$ cat src/rtl/pipeline_hazard_ctrl_if.sv
// rtl/pipeline_hazard_ctrl_if.sv - pipeline/hazard-controller signal bundle
interface pipeline_hazard_ctrl_if;
    logic [4:0]  id_rs1;
    logic [4:0]  id_rs2;
    logic        id_uses_rs1;
    logic        id_uses_rs2;
    logic [4:0]  ex_rd;
    logic        ex_is_load;
    logic        branch_take;
    logic [31:0] branch_target;
    logic        imem_resp;
    logic        dmem_req;
    logic        dmem_resp;
    logic        pc_load;
    logic        if_id_load;
    logic        id_ex_load;
    logic        ex_mem_load;
    logic        mem_wb_load;
    logic        if_id_flush;
    logic        id_ex_flush;
    logic        redirect_valid;
    logic [31:0] redirect_pc;
    logic [31:0] stall_cycles;
    logic [31:0] flush_count;

    modport master (
        output id_rs1, id_rs2, id_uses_rs1, id_uses_rs2, ex_rd, ex_is_load,
               branch_take, branch_target, imem_resp, dmem_req, dmem_resp,
        input  pc_load, if_id_load, id_ex_load, ex_mem_load, mem_wb_load,
               if_id_flush, id_ex_flush, redirect_valid, redirect_pc,
               stall_cycles, flush_count
    );

    modport slave (
        input  id_rs1, id_rs2, id_uses_rs1, id_uses_rs2, ex_rd, ex_is_load,
               branch_take, branch_target, imem_resp, dmem_req, dmem_resp,
        output pc_load, if_id_load, id_ex_load, ex_mem_load, mem_wb_load,
               if_id_flush, id_ex_flush, redirect_valid, redirect_pc,
               stall_cycles, flush_count
    );
endinterface

$ cat src/rtl/pipeline_hazard_ctrl.sv
// rtl/pipeline_hazard_ctrl.sv - 5-stage pipeline stall/flush/redirect controller
module pipeline_hazard_ctrl (
    input  logic                 clk,
    input  logic                 rst,
    pipeline_hazard_ctrl_if.slave bus
);
    localparam logic [0:0] RUN     = 1'b0;
    localparam logic [0:0] DISCARD = 1'b1;

    logic [0:0]  state, state_nxt;
    logic [31:0] redir_reg, redir_nxt;
    logic [31:0] stall_cnt, flush_cnt;
    logic        stall_inc, flush_inc;
    logic        freeze, load_use, rs1_hit, rs2_hit;

    logic        pc_load, if_id_load, id_ex_load, ex_mem_load, mem_wb_load;
    logic        if_id_flush, id_ex_flush, redirect_valid;
    logic [31:0] redirect_pc;

    assign freeze   = bus.dmem_req & ~bus.dmem_resp;
    assign rs1_hit  = bus.id_uses_rs1 & (bus.id_rs1 == bus.ex_rd);
    assign rs2_hit  = bus.id_uses_rs2 & (bus.id_rs2 == bus.ex_rd);
    assign load_use = bus.ex_is_load & (bus.ex_rd != 5'd0) & (rs1_hit | rs2_hit);

    always_comb begin
        pc_load        = 1'b1;
        if_id_load     = 1'b1;
        id_ex_load     = 1'b1;
        ex_mem_load    = 1'b1;
        mem_wb_load    = 1'b1;
        if_id_flush    = 1'b0;
        id_ex_flush    = 1'b0;
        redirect_valid = 1'b0;
        redirect_pc    = 32'd0;
        state_nxt      = state;
        redir_nxt      = redir_reg;
        stall_inc      = 1'b0;
        flush_inc      = 1'b0;

        if (freeze) begin
            // A blocked data access holds every stage, including any pending redirect.
            pc_load     = 1'b0;
            if_id_load  = 1'b0;
            id_ex_load  = 1'b0;
            ex_mem_load = 1'b0;
            mem_wb_load = 1'b0;
            stall_inc   = 1'b1;
        end else if (state == DISCARD) begin
            // Waiting for the wrong-path fetch to return; ID/EX carries only bubbles.
            pc_load     = bus.imem_resp;
            if_id_flush = 1'b1;
            id_ex_flush = 1'b1;
            if (bus.imem_resp) begin
                redirect_valid = 1'b1;
                redirect_pc    = redir_reg;
                state_nxt      = RUN;
            end
        end else if (bus.branch_take) begin
            if_id_flush = 1'b1;
            id_ex_flush = 1'b1;
            flush_inc   = 1'b1;
            if (bus.imem_resp) begin
                redirect_valid = 1'b1;
                redirect_pc    = bus.branch_target;
            end else begin
                // Fetch still in flight: park the target until it completes.
                pc_load   = 1'b0;
                redir_nxt = bus.branch_target;
                state_nxt = DISCARD;
            end
        end else if (load_use) begin
            pc_load     = 1'b0;
            if_id_load  = 1'b0;
            id_ex_flush = 1'b1;
            stall_inc   = 1'b1;
        end else if (!bus.imem_resp) begin
            pc_load     = 1'b0;
            if_id_flush = 1'b1;
        end
    end

    always_ff @(posedge clk or negedge rst) begin
        if (!rst) begin
            state     <= RUN;
            redir_reg <= 32'd0;
            stall_cnt <= 32'd0;
            flush_cnt <= 32'd0;
        end else begin
            state     <= state_nxt;
            redir_reg <= redir_nxt;
            if (stall_inc) stall_cnt <= stall_cnt + 32'd1;
            if (flush_inc) flush_cnt <= flush_cnt + 32'd1;
        end
    end

    assign bus.pc_load        = pc_load;
    assign bus.if_id_load     = if_id_load;
    assign bus.id_ex_load     = id_ex_load;
    assign bus.ex_mem_load    = ex_mem_load;
    assign bus.mem_wb_load    = mem_wb_load;
    assign bus.if_id_flush    = if_id_flush;
    assign bus.id_ex_flush    = id_ex_flush;
    assign bus.redirect_valid = redirect_valid;
    assign bus.redirect_pc    = redirect_pc;
    assign bus.stall_cycles   = stall_cnt;
    assign bus.flush_count    = flush_cnt;
endmodule

$ cat src/flat_wrapper.sv
// flat-port wrapper written by rule: the top's interface ports become plain ports
module pipeline_hazard_ctrl_flat 
  (clk, rst, bus_id_rs1, bus_id_rs2, bus_id_uses_rs1, bus_id_uses_rs2, bus_ex_rd, bus_ex_is_load, bus_branch_take, bus_branch_target, bus_imem_resp, bus_dmem_req, bus_dmem_resp, bus_pc_load, bus_if_id_load, bus_id_ex_load, bus_ex_mem_load, bus_mem_wb_load, bus_if_id_flush, bus_id_ex_flush, bus_redirect_valid, bus_redirect_pc, bus_stall_cycles, bus_flush_count);
  pipeline_hazard_ctrl_if bus_i ();
  input  logic clk;
  input  logic rst;
  input wire logic [$bits(bus_i.id_rs1)-1:0] bus_id_rs1;
  input wire logic [$bits(bus_i.id_rs2)-1:0] bus_id_rs2;
  input wire logic [$bits(bus_i.id_uses_rs1)-1:0] bus_id_uses_rs1;
  input wire logic [$bits(bus_i.id_uses_rs2)-1:0] bus_id_uses_rs2;
  input wire logic [$bits(bus_i.ex_rd)-1:0] bus_ex_rd;
  input wire logic [$bits(bus_i.ex_is_load)-1:0] bus_ex_is_load;
  input wire logic [$bits(bus_i.branch_take)-1:0] bus_branch_take;
  input wire logic [$bits(bus_i.branch_target)-1:0] bus_branch_target;
  input wire logic [$bits(bus_i.imem_resp)-1:0] bus_imem_resp;
  input wire logic [$bits(bus_i.dmem_req)-1:0] bus_dmem_req;
  input wire logic [$bits(bus_i.dmem_resp)-1:0] bus_dmem_resp;
  output wire logic [$bits(bus_i.pc_load)-1:0] bus_pc_load;
  output wire logic [$bits(bus_i.if_id_load)-1:0] bus_if_id_load;
  output wire logic [$bits(bus_i.id_ex_load)-1:0] bus_id_ex_load;
  output wire logic [$bits(bus_i.ex_mem_load)-1:0] bus_ex_mem_load;
  output wire logic [$bits(bus_i.mem_wb_load)-1:0] bus_mem_wb_load;
  output wire logic [$bits(bus_i.if_id_flush)-1:0] bus_if_id_flush;
  output wire logic [$bits(bus_i.id_ex_flush)-1:0] bus_id_ex_flush;
  output wire logic [$bits(bus_i.redirect_valid)-1:0] bus_redirect_valid;
  output wire logic [$bits(bus_i.redirect_pc)-1:0] bus_redirect_pc;
  output wire logic [$bits(bus_i.stall_cycles)-1:0] bus_stall_cycles;
  output wire logic [$bits(bus_i.flush_count)-1:0] bus_flush_count;
  assign bus_i.id_rs1 = bus_id_rs1;
  assign bus_i.id_rs2 = bus_id_rs2;
  assign bus_i.id_uses_rs1 = bus_id_uses_rs1;
  assign bus_i.id_uses_rs2 = bus_id_uses_rs2;
  assign bus_i.ex_rd = bus_ex_rd;
  assign bus_i.ex_is_load = bus_ex_is_load;
  assign bus_i.branch_take = bus_branch_take;
  assign bus_i.branch_target = bus_branch_target;
  assign bus_i.imem_resp = bus_imem_resp;
  assign bus_i.dmem_req = bus_dmem_req;
  assign bus_i.dmem_resp = bus_dmem_resp;
  assign bus_pc_load = bus_i.pc_load;
  assign bus_if_id_load = bus_i.if_id_load;
  assign bus_id_ex_load = bus_i.id_ex_load;
  assign bus_ex_mem_load = bus_i.ex_mem_load;
  assign bus_mem_wb_load = bus_i.mem_wb_load;
  assign bus_if_id_flush = bus_i.if_id_flush;
  assign bus_id_ex_flush = bus_i.id_ex_flush;
  assign bus_redirect_valid = bus_i.redirect_valid;
  assign bus_redirect_pc = bus_i.redirect_pc;
  assign bus_stall_cycles = bus_i.stall_cycles;
  assign bus_flush_count = bus_i.flush_count;
  pipeline_hazard_ctrl u_core (.clk(clk), .rst(rst), .bus(bus_i));
endmodule
$ cat config.mk
export PLATFORM = sky130hd
export DESIGN_NAME = pipeline_hazard_ctrl_flat
export DESIGN_NICKNAME = d
export VERILOG_FILES = /design/src/rtl/pipeline_hazard_ctrl_if.sv /design/src/rtl/pipeline_hazard_ctrl.sv /design/src/flat_wrapper.sv
export SDC_FILE = /design/constraint.sdc
export NUM_CORES = 1
export LEC_CHECK = 0
export CAP_MARGIN = 10
export CORE_UTILIZATION = 50
export DETAILED_ROUTE_END_ITERATION = 10
export PLACE_DENSITY_LB_ADDON = 0.12
export SLEW_MARGIN = 25
export SYNTH_ARGS = -nofsm -noshare
export SYNTH_HDL_FRONTEND = slang
export SYNTH_SLANG_ARGS = --single-unit
$ cat constraint.sdc
create_clock -name clk -period 3.9 [get_ports clk]
set_clock_uncertainty 0.15 [all_clocks]
set_input_delay 0.78 -clock clk [delete_from_list [all_inputs] [get_ports clk]]
set_output_delay 0.78 -clock clk [all_outputs]
set_load 0.02 [all_outputs]
==> summary.md <==
| Metric | Value |
|---|---|
| Status | finished clean |
| Post-synth EDFFs | 0 |
| Clock-pin slew on the worst setup and hold paths | 0.09 ns |
| Sink Count | 97 |
| Initial antenna violation count | 0 |
| Final critical-path required period | 3.80 ns |
| Chip Width | 101 um |
| Crit path top cell by count | clkdlybuf4s50_1 |
| Core Area | 0.00933 mm^2 |
| Syn Nets | 494 |
| Post-synthesis sequential area ratio | 49.9% |
| Slowest stage delay, CP | 0.64 ns |
| Num CTS Buffers | 9 |
| Fillers | 696 |
| Top post-synthesis cells by area | dfrtp_1 (50%), mux2_2 (7.6%), xor2_1 (6.7%) |
| Final Non-Filler Cells | 733 |
| Total grt overflow | 0 |
| Crit path max fanout | 2 |
| Drt via density | 5.22 |
| GPL Wtd Cong | 0.912 |
| Post-synth top cells | dfrtp_1 (97), nor2_1 (48), xor2_1 (37) |
| Die ar. | 0.0101 mm^2 |
| Biggest area consumer among synthesized cells | dfrtp_1 |
| Post-synthesis register bit count | 97 |
| R2r setup slk | 1.34 ns |
| Async S/R FF share, synth | 100% |
| H-tree levels | 3 |
| Site Rows | 35 |
| Root buffer cell | clkbuf_8 |
| Top cell type's share of synthesized area | 49.9% |
| Maximum vdd drop | 189 uV |
| Fmax | 0.263 GHz |
| Worst-Margin Slew | 0.698 ns |
| RSZ-0062 raised after global routing | false |
| Worst path bufs/invs | 2 |
| Data required time of the critical path | 2.97 ns |
| CP Cell Sequence | clkdlybuf4s50_1 -> or4_1 -> o21ai_1 -> nor3_1 -> a21oi_1 -> clkdlybuf4s50_1 |
| Drt first pass iters | 4 |
| Largest net degree at the start of global routing | 54 |
| Syn Area/Cell | 11.1 um^2 |
| Antenna Cells | 0 |
| Worst-Skew Late Latency | 0.36 ns |
| Port Buffers | 159 |
| Most common cell in the synthesized netlist | dfrtp_1 |
| Slew Viols, Final | 0 |
| CP max stage cell | clkdlybuf4s50_1 |
| TritonCTS clock tree | built |
| Hold/Removal Path Class | primary input to async pin |
| Post-placement cell count | 717 |
| Leakage power | 0.00287 uW |
| # Post-CTS Setup Buffers | 0 |
| Area growth, synth to finish | 40.1% |
| Critical path type | primary input to output port |
| Crit end category | output port |
| Startpoint types | primary input |
| Clock buffer depth | 2 |
| Nets | 657 |
| Mapped Cells | 436 |
| Synthesized cell area | 0.00486 mm^2 |
| Delay-heaviest family, CP | buffers and inverters |
| Initial core utilization | 52.1% |
| All-layer global routing usage | 23.7% |
| Max_cap viols | 0 |
| Initial drt markers | 155 |
| Yosys cell types | 44 |
| Final wirelength | 11,400 um |
| Die Height | 101 um |
| First-pass GRT wire length | 18,700 um |
| Layout cells sized above 1 | 12.9% |
| DR vias | 3,829 |
| Final setup fails | 0 |
| WP data arrival | 2.87 ns |
| Routed Antenna Nets | 0 |
| Worst slew margin | 53.4% |
| TNS Setup | 0 ns |
| Tcrit/Tclk final | 97.5% |
| Pwr dens | 402 mW/mm^2 |
| Synth warn | 0 |
| Vias in the first global route | 3,777 |
| Hpwl dp | 8330 um |
| DRC Markers | 0 |
| Ports | 160 |
| Final hold vios | 0 |
| WL per Instance | 15.5 um |
| Ys flop type | dfrtp_1 |
| CTS Hold Bufs | 0 |
placed cells by master (no fill, tap or decap), drive strengths merged:
cell	synthesis	final
clkinvlp	0	1
nor3	15	15
clkdlybuf4s50	0	156
dlygate4sd2	0	2
clkbuf	7	11
xor2	37	37
a22oi	11	11
nand3	19	19
mux2	34	34
o22ai	1	1
bufinv	0	1
or4	1	1
and4	5	5
and2	1	1
nand2	27	27
dfrtp	97	97
a21oi	3	3
nor4b	3	3
xnor2	35	35
o21ai	1	1
nor2	48	48
nor2b	3	3
ha	2	2
and3	7	7
nor4	13	13
a21boi	1	1
buf	14	15
o21a	1	1
or2	3	3
or3	3	3
inv	8	9
mux2i	21	21
nand4	11	11
nand2b	4	4
clkinv	0	2
through the flow:
step	setup WS, ns	cell area, um^2	util, %	power [uW]	hold slack (ns)
3_3_place_gp	-0.0505	6610	70.9	2090	0.309
6_report	0.0958	6810	73.0	2730	0.258
4_1_cts	0.00609	6800	72.9	2770	0.271
2_1_floorplan	0.607	4860	-	1720	0.330
5_1_grt	0.0116	6810	73.0	2880	0.283
3_5_place_dp	-0.0825	6610	70.9	2120	0.312
worst register-to-register path, delay by kind of cell, from the launching register on:
kind,cells,cell delay [ns]
buffers and inverters,1,0.21
flip-flops,1,0.40
AND/OR/NAND/NOR,5,1.58
XOR/XNOR,1,0.14
routing by layer:
layer  part of all wire, %  global-route usage [%]  up-vias
li1                      -                       -     1823
met1                    44                    31.2     1863
met2                    48                    38.8      127
met3                   6.2                    5.27       16
met4                   1.7                    8.14        0
met5                     0                       0        -
power by group:
| group | leakage [uW] | switching (uW) | internal (uW) | total [uW] |
|---|---|---|---|---|
| Combinational | 0.00155 | 381 | 407 | 788 |
| Sequential | 0.00122 | 137 | 1160 | 1300 |
| Clock | 0.0000941 | 346 | 302 | 648 |
| Total | 0.00287 | 864 | 1870 | 2730 |
kinds of logic (layout without fill, tap and decap cells):
logic type | after synthesis | count (layout) | synth area share (%)
simple gates | 163 | 163 | 18.5
flops | 97 | 97 | 49.9
xor+xnor | 72 | 72 | 13.0
mux | 55 | 55 | 12.2
buf+inv | 29 | 197 | 3.14
compound gates | 18 | 18 | 2.78
fa+ha+maj | 2 | 2 | 0.515
cell type report:
cell class	instances	area (um^2)	area share, %
Sequential cell	97	2430	35.7
Clock inverter	5	63.8	0.937
Inverter	8	30.0	0.441
Multi-Input combinational cell	310	2290	33.6
Timing Repair Buffer	173	1700	25.0
Clock buffer	11	131	1.93
Tap cell	129	161	2.37
final timing paths:
kind                            depth (start not counted)                               startpoint                                       to
worst min register to register                          1  u_core.bus.stall_cycles[31]$_DFFE_PN0P_  u_core.bus.stall_cycles[31]$_DFFE_PN0P_
max in group asynchronous                               2                                      rst          u_core.redir_reg[9]$_DFFE_PN0P_
worst max register to register                          7                 u_core.state$_DFFE_PN0N_   u_core.bus.flush_count[28]$_DFFE_PN0P_
min in group clk                                        1  u_core.bus.stall_cycles[31]$_DFFE_PN0P_  u_core.bus.stall_cycles[31]$_DFFE_PN0P_
worst min-delay path                                    1                                      rst         u_core.redir_reg[12]$_DFFE_PN0P_
worst max-delay path                                    6                             bus_ex_rd[1]                              bus_pc_load
timing repair:
item	in CTS	in global routing
endpoints found under the hold margin	0	0
pin swaps	0	0
setup endpoints to repair	2	1
gates resized for setup	2	1
cloned	0	0
Power figures use the tool's default switching activity.
